### config.mk
export PLATFORM = sky130hd
export DESIGN_NAME = pass_entry
export DESIGN_NICKNAME = d
export VERILOG_FILES = /design/src/rtl/pass_entry.sv
export SDC_FILE = /design/constraint.sdc
export NUM_CORES = 1
export LEC_CHECK = 0
export CORE_ASPECT_RATIO = 0.8
export CORE_UTILIZATION = 56
export DETAILED_ROUTE_END_ITERATION = 8
export PLACE_DENSITY_LB_ADDON = 0.3
export SETUP_SLACK_MARGIN = 0.3
export SLEW_MARGIN = 0
export SYNTH_ARGS = -nofsm -noshare
export SYNTH_HDL_FRONTEND = slang
export SYNTH_SLANG_ARGS = --single-unit
export TNS_END_PERCENT = 1
### constraint.sdc
create_clock -name clk -period 2.7 [get_ports clk]
set_input_delay 0.54 -clock clk [delete_from_list [all_inputs] [get_ports clk]]
set_output_delay 0.54 -clock clk [all_outputs]
set_load 0.01 [all_outputs]
### src/rtl/pass_entry.sv
// Keypad front end for the password lock: gathers four hex digits into `password`
// and raises confirmPass/changePass for PULSE_LEN cycles. Optional idle timeout: ENTRY_TIMEOUT_EN.
module pass_entry #(
  parameter int unsigned PULSE_LEN      = 4,
  parameter int unsigned TIMEOUT_CYCLES = 1000,
  parameter int unsigned TMR_W          = 20
) (
  input  logic        clk,
  input  logic        rst,
  input  logic        keyValid,
  input  logic [3:0]  keyCode,
  output logic [15:0] password,
  output logic [2:0]  digitCount,
  output logic        confirmPass,
  output logic        changePass,
  output logic        busy,
  output logic        entryError,
  output logic        timeoutFlag
);

  typedef enum logic [1:0] {IDLE, ENTRY, FULL, SEND} state_t;

  state_t      state, state_n;
  logic [15:0] pw, pw_n;
  logic [2:0]  cnt, cnt_n;
  logic        cmd_chg, cmd_chg_n;
  logic [7:0]  pcnt, pcnt_n;
  logic        err_q, err_n;
  logic        tflag_q, tflag_n;
`ifdef ENTRY_TIMEOUT_EN
  logic [TMR_W-1:0] tmr, tmr_n;
`endif

  always_ff @(posedge clk) begin
    if (rst) begin
      state   <= IDLE;
      pw      <= '0;
      cnt     <= '0;
      cmd_chg <= 1'b0;
      pcnt    <= '0;
      err_q   <= 1'b0;
      tflag_q <= 1'b0;
`ifdef ENTRY_TIMEOUT_EN
      tmr     <= '0;
`endif
    end else begin
      state   <= state_n;
      pw      <= pw_n;
      cnt     <= cnt_n;
      cmd_chg <= cmd_chg_n;
      pcnt    <= pcnt_n;
      err_q   <= err_n;
      tflag_q <= tflag_n;
`ifdef ENTRY_TIMEOUT_EN
      tmr     <= tmr_n;
`endif
    end
  end

  always_comb begin
    state_n   = state;
    pw_n      = pw;
    cnt_n     = cnt;
    cmd_chg_n = cmd_chg;
    pcnt_n    = pcnt;
    err_n     = 1'b0;
    tflag_n   = 1'b0;
    if (state == SEND) begin
      // password is left intact on exit; only the next digit key discards it
      if (pcnt == 8'(PULSE_LEN - 1)) begin
        state_n = IDLE;
        cnt_n   = '0;
        pcnt_n  = '0;
      end else begin
        pcnt_n = pcnt + 8'd1;
      end
    end else if (keyValid) begin
      if (keyCode <= 4'd9) begin
        case (state)
          IDLE: begin
            pw_n    = {12'h000, keyCode};
            cnt_n   = 3'd1;
            state_n = ENTRY;
          end
          ENTRY: begin
            pw_n  = {pw[11:0], keyCode};
            cnt_n = cnt + 3'd1;
            if (cnt == 3'd3) state_n = FULL;
          end
          default: err_n = 1'b1;
        endcase
      end else begin
        case (keyCode)
          4'hA, 4'hB: begin
            if (state == FULL) begin
              state_n   = SEND;
              cmd_chg_n = (keyCode == 4'hB);
              pcnt_n    = '0;
            end else begin
              err_n = 1'b1;
            end
          end
          4'hC: begin
            state_n = IDLE;
            pw_n    = '0;
            cnt_n   = '0;
          end
          4'hD: begin
            if (cnt != 3'd0) begin
              pw_n    = {4'h0, pw[15:4]};
              cnt_n   = cnt - 3'd1;
              state_n = (cnt == 3'd1) ? IDLE : ENTRY;
            end
          end
          default: err_n = 1'b1;
        endcase
      end
    end
`ifdef ENTRY_TIMEOUT_EN
    // a key on the expiry cycle wins: it is processed above and restarts the timer
    tmr_n = tmr;
    if (state != SEND && keyValid) begin
      tmr_n = '0;
    end else if (state == ENTRY || state == FULL) begin
      if (tmr == TMR_W'(TIMEOUT_CYCLES - 1)) begin
        tmr_n   = '0;
        state_n = IDLE;
        pw_n    = '0;
        cnt_n   = '0;
        tflag_n = 1'b1;
      end else begin
        tmr_n = tmr + 1'b1;
      end
    end
`endif
  end

  always_comb begin
    busy        = (state == SEND);
    confirmPass = busy && !cmd_chg;
    changePass  = busy && cmd_chg;
    password    = pw;
    digitCount  = cnt;
    entryError  = err_q;
`ifdef ENTRY_TIMEOUT_EN
    timeoutFlag = tflag_q;
`else
    // constant 0; the timer parameters are referenced so both builds share one parameter list
    timeoutFlag = tflag_q && (TIMEOUT_CYCLES == 0) && (TMR_W == 0);
`endif
  end

endmodule

==> results.sh, run 1 <==
export IMPL_status="complete, no violations"
export IMPL_final_cell_mix="sky130_fd_sc_hd__dfxtp_1 (31), sky130_fd_sc_hd__clkdlybuf4s50_1 (29), sky130_fd_sc_hd__nor2_1 (23), sky130_fd_sc_hd__nand2_1 (19), sky130_fd_sc_hd__a21oi_1 (15)"
export IMPL_dieArea_um2=3270
export IMPL_rr_endpoint="digitCount[1]"
export IMPL_global_route_layer_with_the_greatest_usage="met2"
export IMPL_final_instance_count_excl_fill=275
export IMPL_drive_above_1_share_pct=13.1
export IMPL_worst_setup_end_kind="output pin"
export IMPL_core_area_um2=2830
export IMPL_dpl_hpwl_um=3140
export IMPL_mappedNetlistArea_um2=1710
export IMPL_post_route_drc_count=0
export IMPL_p_total_mw=1.10
export IMPL_die_height_um=51.4
export IMPL_worst_skew_pair_late_latency_ns=0.29
export IMPL_power_static_leakage_nw=0.817
export IMPL_min_delay_path_class="reg -> reg"
export IMPL_synthCells=204
export IMPL_ios=31
export IMPL_grt_util_met2_pct=47.2
export IMPL_synth_flop_cell="sky130_fd_sc_hd__dfxtp_1"
export IMPL_layout_filler_cells=208
export IMPL_place_gp_congestion=0.935
export IMPL_multi_input_area_um2=955
export IMPL_seqCellArea_um2=621
export IMPL_final_setup_skew_ns=0.00449
export IMPL_max_cap_viol_count=0
export IMPL_timing_worst_setup_path_type="reg -> out"
export IMPL_antenna_violating_nets_post_route=0
export IMPL_root_buffer="sky130_fd_sc_hd__clkbuf_8"
export IMPL_yosys_register_bits=31
export IMPL_startpoint_class_of_the_critical_path="flop"
export IMPL_synthToLayoutAreaGrowth_pct=24.2
export IMPL_postSynth_asyncResetShare_pct=0
export IMPL_timing_hold_worst_path_depth=2
export IMPL_final_area_um2=2120
export IMPL_synth_lib_cells_used_distinct=50
export IMPL_rsz0062_at_grt="false"
export IMPL_cts_max_level=2
export IMPL_r2r_start="pcnt[0]"
export IMPL_rows=17
export IMPL_drtPass1Iterations=4
export IMPL_max_ir_drop_vdd_uv=477
export IMPL_tritoncts_num_sinks=31
export IMPL_detailed_place_area_um2=2020
export IMPL_fin_crit_sh_pct=85.7
export IMPL_cp_data_required_time_ns=2.16
export IMPL_grt_pass1_wl_um=7450
export IMPL_ctsLongestPathBuffers=2
export IMPL_crit_fanout=12
export IMPL_crit_path_cells="nand2_4, inv_1, clkdlybuf4s50_1"
export IMPL_diodes=0
export IMPL_ff2ff_setup_slack_ns=0.66
export IMPL_final_nets=249
export IMPL_num_vias=1687
export IMPL_viasPerCell=6.13
export IMPL_synthesis_nets=217
export IMPL_path_clk_slew_ns=0.06
export IMPL_first_global_vias=1557
export IMPL_dpl_worst_slack_ns=0.186
export IMPL_synth_edff_count=0
export IMPL_post_cts_setup_buffer_count=0
export IMPL_setup_viol_count_final=0
export IMPL_globalRouteOverflowTotal=0
export IMPL_placedCellCount=267
export IMPL_initial_utilization_pct=60.3
export IMPL_cts_tree="built"
export IMPL_grt_use_total_pct=30.7
export IMPL_final_max_slew_viol_count=0
export IMPL_finalHoldViolCount=0
export IMPL_critical_path_max_stage_delay_ns=0.59
export IMPL_count_of_input_and_output_buffers=29
export IMPL_whs_endpoint="password[12]"
export IMPL_grtUsageMet3_pct=8.26
export IMPL_hold_path_startpoint="password[12]"
export IMPL_pin_count_of_the_biggest_net_entering_global_routing=24
export IMPL_crit_arrival_ns=1.77
export IMPL_postLayoutSetupSlackWorst_ns=0.386
export IMPL_synth_sequential_area_ratio_pct=36.4
export IMPL_worstRegToRegCells=7
export IMPL_slowest_stage="sky130_fd_sc_hd__dfxtp_1"
export IMPL_fmax_mhz=432
export IMPL_post_synth_cell_area_avg_um2=8.36
export IMPL_globalRouteMet1Util_pct=38.2
export IMPL_drt_total_wl_um=4390
export IMPL_min_clock_period_post_route_ns=2.31
export IMPL_power_density_nw_per_um2=518
export IMPL_routed_wire_length_per_instance_um=15.9
export IMPL_mostFrequentLayoutCell="sky130_fd_sc_hd__dfxtp_1"
export IMPL_cts_inserted_buffers=5
export IMPL_sum_of_negative_setup_slack_ns=0
export IMPL_yosys_warning_total=0
export IMPL_initial_antenna_violation_count=0
export IMPL_die_w_um=63.7
export IMPL_number_of_drc_markers_in_iteration_0=177
[cells in the mapped netlist, types with 3 or more instances]
master	instances	area, um2
sky130_fd_sc_hd__a221oi_1	9	78.8
sky130_fd_sc_hd__nor2b_1	3	18.8
sky130_fd_sc_hd__nand4_1	5	31.3
sky130_fd_sc_hd__nor3_1	9	45.0
sky130_fd_sc_hd__a31oi_1	3	18.8
sky130_fd_sc_hd__nand3_1	7	35.0
sky130_fd_sc_hd__and3_1	5	31.3
sky130_fd_sc_hd__nor2_1	23	86.3
sky130_fd_sc_hd__nand2_1	19	71.3
sky130_fd_sc_hd__dfxtp_1	31	621
sky130_fd_sc_hd__a211oi_1	4	30.0
sky130_fd_sc_hd__ha_1	6	75.1
sky130_fd_sc_hd__inv_1	8	30.0
sky130_fd_sc_hd__buf_2	6	30.0
sky130_fd_sc_hd__xor2_1	5	43.8
sky130_fd_sc_hd__a21oi_1	15	75.1
sky130_fd_sc_hd__o21ai_0	7	35.0
[logic make-up after synthesis]
kind of cell	count (synthesis)	synth area share, %
compound gates	50	20.4
flops	31	36.4
other cells	1	0.220
simple gates	87	27.2
fa+ha+maj	6	4.40
mux	1	0.587
buf+inv	22	7.70
xor+xnor	6	3.08
[state kept, by name, summed over array words and instances (netlist names)]
register and flops:
pcnt 8, state 2, cmd_chg 1, password 16, digitCount 3, entryError 1
[power by group]
| group | leakage, nW | switching (mW) | total, mW | internal (mW) |
|---|---|---|---|---|
| Combinational | 0.513 | 0.104 | 0.197 | 0.0933 |
| Clock | 0.0515 | 0.163 | 0.395 | 0.232 |
| Sequential | 0.252 | 0.0277 | 0.505 | 0.478 |
[final cells by class]
class                           count  share of cell area (%)
Multi-Input combinational cell    151                    45.1
Sequential cell                    31                    29.3
Timing Repair Buffer               39                    17.2
Clock buffer                        8                    4.73
Tap cell                           38                    2.24
Inverter                            8                    1.42
[layer usage]
layer  up-vias  wire, um
li1        792         -
met1       798      1900
met2        80      1990
met3        17       379
met4         0       117
met5         -         0
[critical path, delay by kind of cell, from the launching register on]
kind,cells,cell delay [ns]
DFF,1,0.59
buffers and inverters,2,0.75
and+or+nand+nor,1,0.15
[what timing repair did]
action / CTS / global route
setup endpoints to repair: 0 / 2
hold buffers: 0 / 0
resized for setup: 0 / 1
[how the worst max path moves through the flow]
| stage | from | end | slack (ns) |
|---|---|---|---|
| 2_1_floorplan | pcnt[0] | digitCount[1] | 0.91 |
| 3_3_place_gp | keyCode[3] | digitCount[0] | 0.31 |
| 3_5_place_dp | keyCode[3] | password[15] | 0.19 |
| 4_1_cts | state[0] | busy | 0.40 |
| 5_1_grt | keyCode[3] | password[7] | 0.32 |
| 6_report | state[0] | busy | 0.39 |
[through the flow]
step | utilization [%] | hold slack, ns
after floorplan | - | 0.445
after global placement | 71.3 | 0.455
after detailed placement | 71.3 | 0.462
after CTS | 74.8 | 0.471
after global routing | 74.9 | 0.508
final | 74.9 | 0.467
(Power assumes the default switching activity.)
==> run 2: changes to the inputs <==
REMOVE_ABC_BUFFERS = 1   (was not set)
==> run 2 against run 1 <==
Sequential cell count stayed put. Combinational power decreased by 3%. Routed wire length down 4.8%. Largest power group unchanged. Cell area down 1.4%.
==> results.sh, run 2 (same netlist as run 1, synthesis figures left out) <==
export IMPL_layout_filler_cells=219
export IMPL_met2_length_um=1950
export IMPL_mostFrequentLayoutCell="sky130_fd_sc_hd__dfxtp_1"
export IMPL_setup_viol_count_final=0
export IMPL_final_cell_mix="sky130_fd_sc_hd__dfxtp_1 (31), sky130_fd_sc_hd__clkdlybuf4s50_1 (28), sky130_fd_sc_hd__nor2_1 (23), sky130_fd_sc_hd__nand2_1 (19), sky130_fd_sc_hd__a21oi_1 (15)"
export IMPL_die_height_um=51.4
export IMPL_drtPass1Iterations=4
export IMPL_timing_worst_setup_path_type="reg -> out"
export IMPL_cell_internal_pwr_mw=0.748
export IMPL_setup_worst_path_start="state[0]"
export IMPL_final_max_slew_viol_count=0
export IMPL_netSwitchingPower_mw=0.307
export IMPL_crit_arrival_ns=1.73
export IMPL_min_delay_path_class="reg -> reg"
export IMPL_antenna_violating_nets_post_route=0
export IMPL_pin_count_of_the_biggest_net_entering_global_routing=23
export IMPL_min_clock_period_post_route_ns=2.27
export IMPL_rsz0062_at_grt="false"
export IMPL_p_total_mw=1.05
export IMPL_cts_inserted_buffers=5
export IMPL_max_cap_viol_count=0
export IMPL_power_density_nw_per_um2=505
export IMPL_worst_skew_pair_late_latency_ns=0.29
export IMPL_root_buffer="sky130_fd_sc_hd__clkbuf_8"
export IMPL_routed_wire_length_per_instance_um=15.3
export IMPL_hold_path_startpoint="cmd_chg"
export IMPL_first_global_vias=1503
export IMPL_power_switching_share_pct=29.1
export IMPL_grt_pass1_wl_um=7090
export IMPL_ios=31
export IMPL_dieArea_um2=3270
export IMPL_cts_max_level=2
export IMPL_timing_hold_worst_path_depth=2
export IMPL_post_route_drc_count=0
export IMPL_seqCellArea_um2=621
export IMPL_dpl_hpwl_um=3040
export IMPL_critical_path_max_stage_delay_ns=0.60
export IMPL_seqPwrFrac_pct=47.9
export IMPL_wire_length_on_met3_um=320
export IMPL_slowest_stage="sky130_fd_sc_hd__dfxtp_1"
export IMPL_cp_data_required_time_ns=2.16
export IMPL_multi_input_area_um2=953
export IMPL_hold_worst_slack_ns=0.475
export IMPL_worst_setup_end_kind="output pin"
export IMPL_comb_power_share_pct=18.1
export IMPL_diodes=0
export IMPL_cts_tree="built"
export IMPL_worstRegToRegCells=6
export IMPL_initial_antenna_violation_count=0
export IMPL_grt_use_total_pct=28.5
export IMPL_crit_fanout=12
export IMPL_postLayoutCoreUtil_pct=73.9
export IMPL_max_ir_drop_vdd_uv=310
export IMPL_crit_path_cells="nand2_4, inv_1, clkdlybuf4s50_1"
export IMPL_path_clk_slew_ns=0.06
export IMPL_rr_endpoint="pcnt[6]"
export IMPL_finalHoldViolCount=0
export IMPL_num_vias=1662
export IMPL_status="complete, no violations"
export IMPL_number_of_drc_markers_in_iteration_0=112
export IMPL_startpoint_class_of_the_critical_path="flop"
export IMPL_whs_endpoint="cmd_chg"
export IMPL_final_nets=247
export IMPL_wl_met1_um=1820
export IMPL_tritoncts_num_sinks=31
export IMPL_fmax_mhz=441
export IMPL_highest_layer="met4"
export IMPL_final_setup_skew_ns=0.00313
export IMPL_fin_crit_sh_pct=84.0
export IMPL_r2r_start="pcnt[0]"
export IMPL_sum_of_negative_setup_slack_ns=0
export IMPL_count_of_input_and_output_buffers=29
export IMPL_core_area_um2=2830
export IMPL_place_gp_congestion=0.935
export IMPL_post_cts_setup_buffer_count=0
export IMPL_drt_total_wl_um=4170
export IMPL_power_share_clock_pct=34.1
export IMPL_ff2ff_setup_slack_ns=0.68
export IMPL_postCtsHoldBufs=0
export IMPL_drive_above_1_share_pct=11.9
export IMPL_largest_register_ff_count=16
export IMPL_power_static_leakage_nw=0.806
export IMPL_ctsLongestPathBuffers=2
export IMPL_die_w_um=63.7
export IMPL_synthToLayoutAreaGrowth_pct=22.5
export IMPL_rows=17
export IMPL_initial_utilization_pct=60.3
export IMPL_globalRouteOverflowTotal=0
export IMPL_viasPerCell=6.09
run 2: repair_timing:
| item | 4_1_cts | 5_1_grt |
|---|---|---|
| endpoints found under the hold margin | 0 | 0 |
| endpoints found under the setup margin | 0 | 1 |
| resized for setup | 0 | 1 |
run 2: how the worst max path moves through the flow:
stage / end / slack (ns) / cells after the start
3_5_place_dp: password[4] / 0.16 / 7
2_1_floorplan: digitCount[2] / 0.64 / 5
6_report: busy / 0.43 / 3
4_1_cts: busy / 0.44 / 3
5_1_grt: password[4] / 0.35 / 7
3_3_place_gp: password[4] / 0.32 / 7
run 2: power by group through the flow:
stage	clock network, mW	logic [mW]	registers [mW]
2_1_floorplan	0	0.0929	0.516
3_3_place_gp	0	0.182	0.512
3_5_place_dp	0	0.189	0.514
4_1_cts	0.364	0.190	0.504
5_1_grt	0.383	0.208	0.508
6_report	0.359	0.191	0.505
run 2: routing by layer:
| layer | track usage (%) | vias to the layer above |
|---|---|---|
| met5 | 0 | - |
| met4 | 12.1 | 0 |
| met3 | 6.03 | 12 |
| met2 | 46.6 | 84 |
| met1 | 36.4 | 774 |
| li1 | - | 792 |
run 2: worst max-delay path: cells and delay by family, from the launching register on:
| family | cells | cell delay [ns] |
|---|---|---|
| buffers and inverters | 2 | 0.70 |
| flip-flops | 1 | 0.60 |
| AND/OR/NAND/NOR | 1 | 0.14 |
run 2: cell type report:
cell class	count	share of cell area, %
Clock buffer	6	3.47
Clock inverter	2	0.599
Inverter	8	1.44
Multi-Input combinational cell	151	45.6
Sequential cell	31	29.7
Tap cell	38	2.28
Timing Repair Buffer	37	16.9
run 2: per-stage QoR:
step	cell area, um2	instances	setup WS [ns]
6_report	2090	273	0.431
5_1_grt	2090	273	0.349
4_1_cts	2090	273	0.440
3_5_place_dp	2000	265	0.164
3_3_place_gp	2000	265	0.318
2_1_floorplan	1600	190	0.643
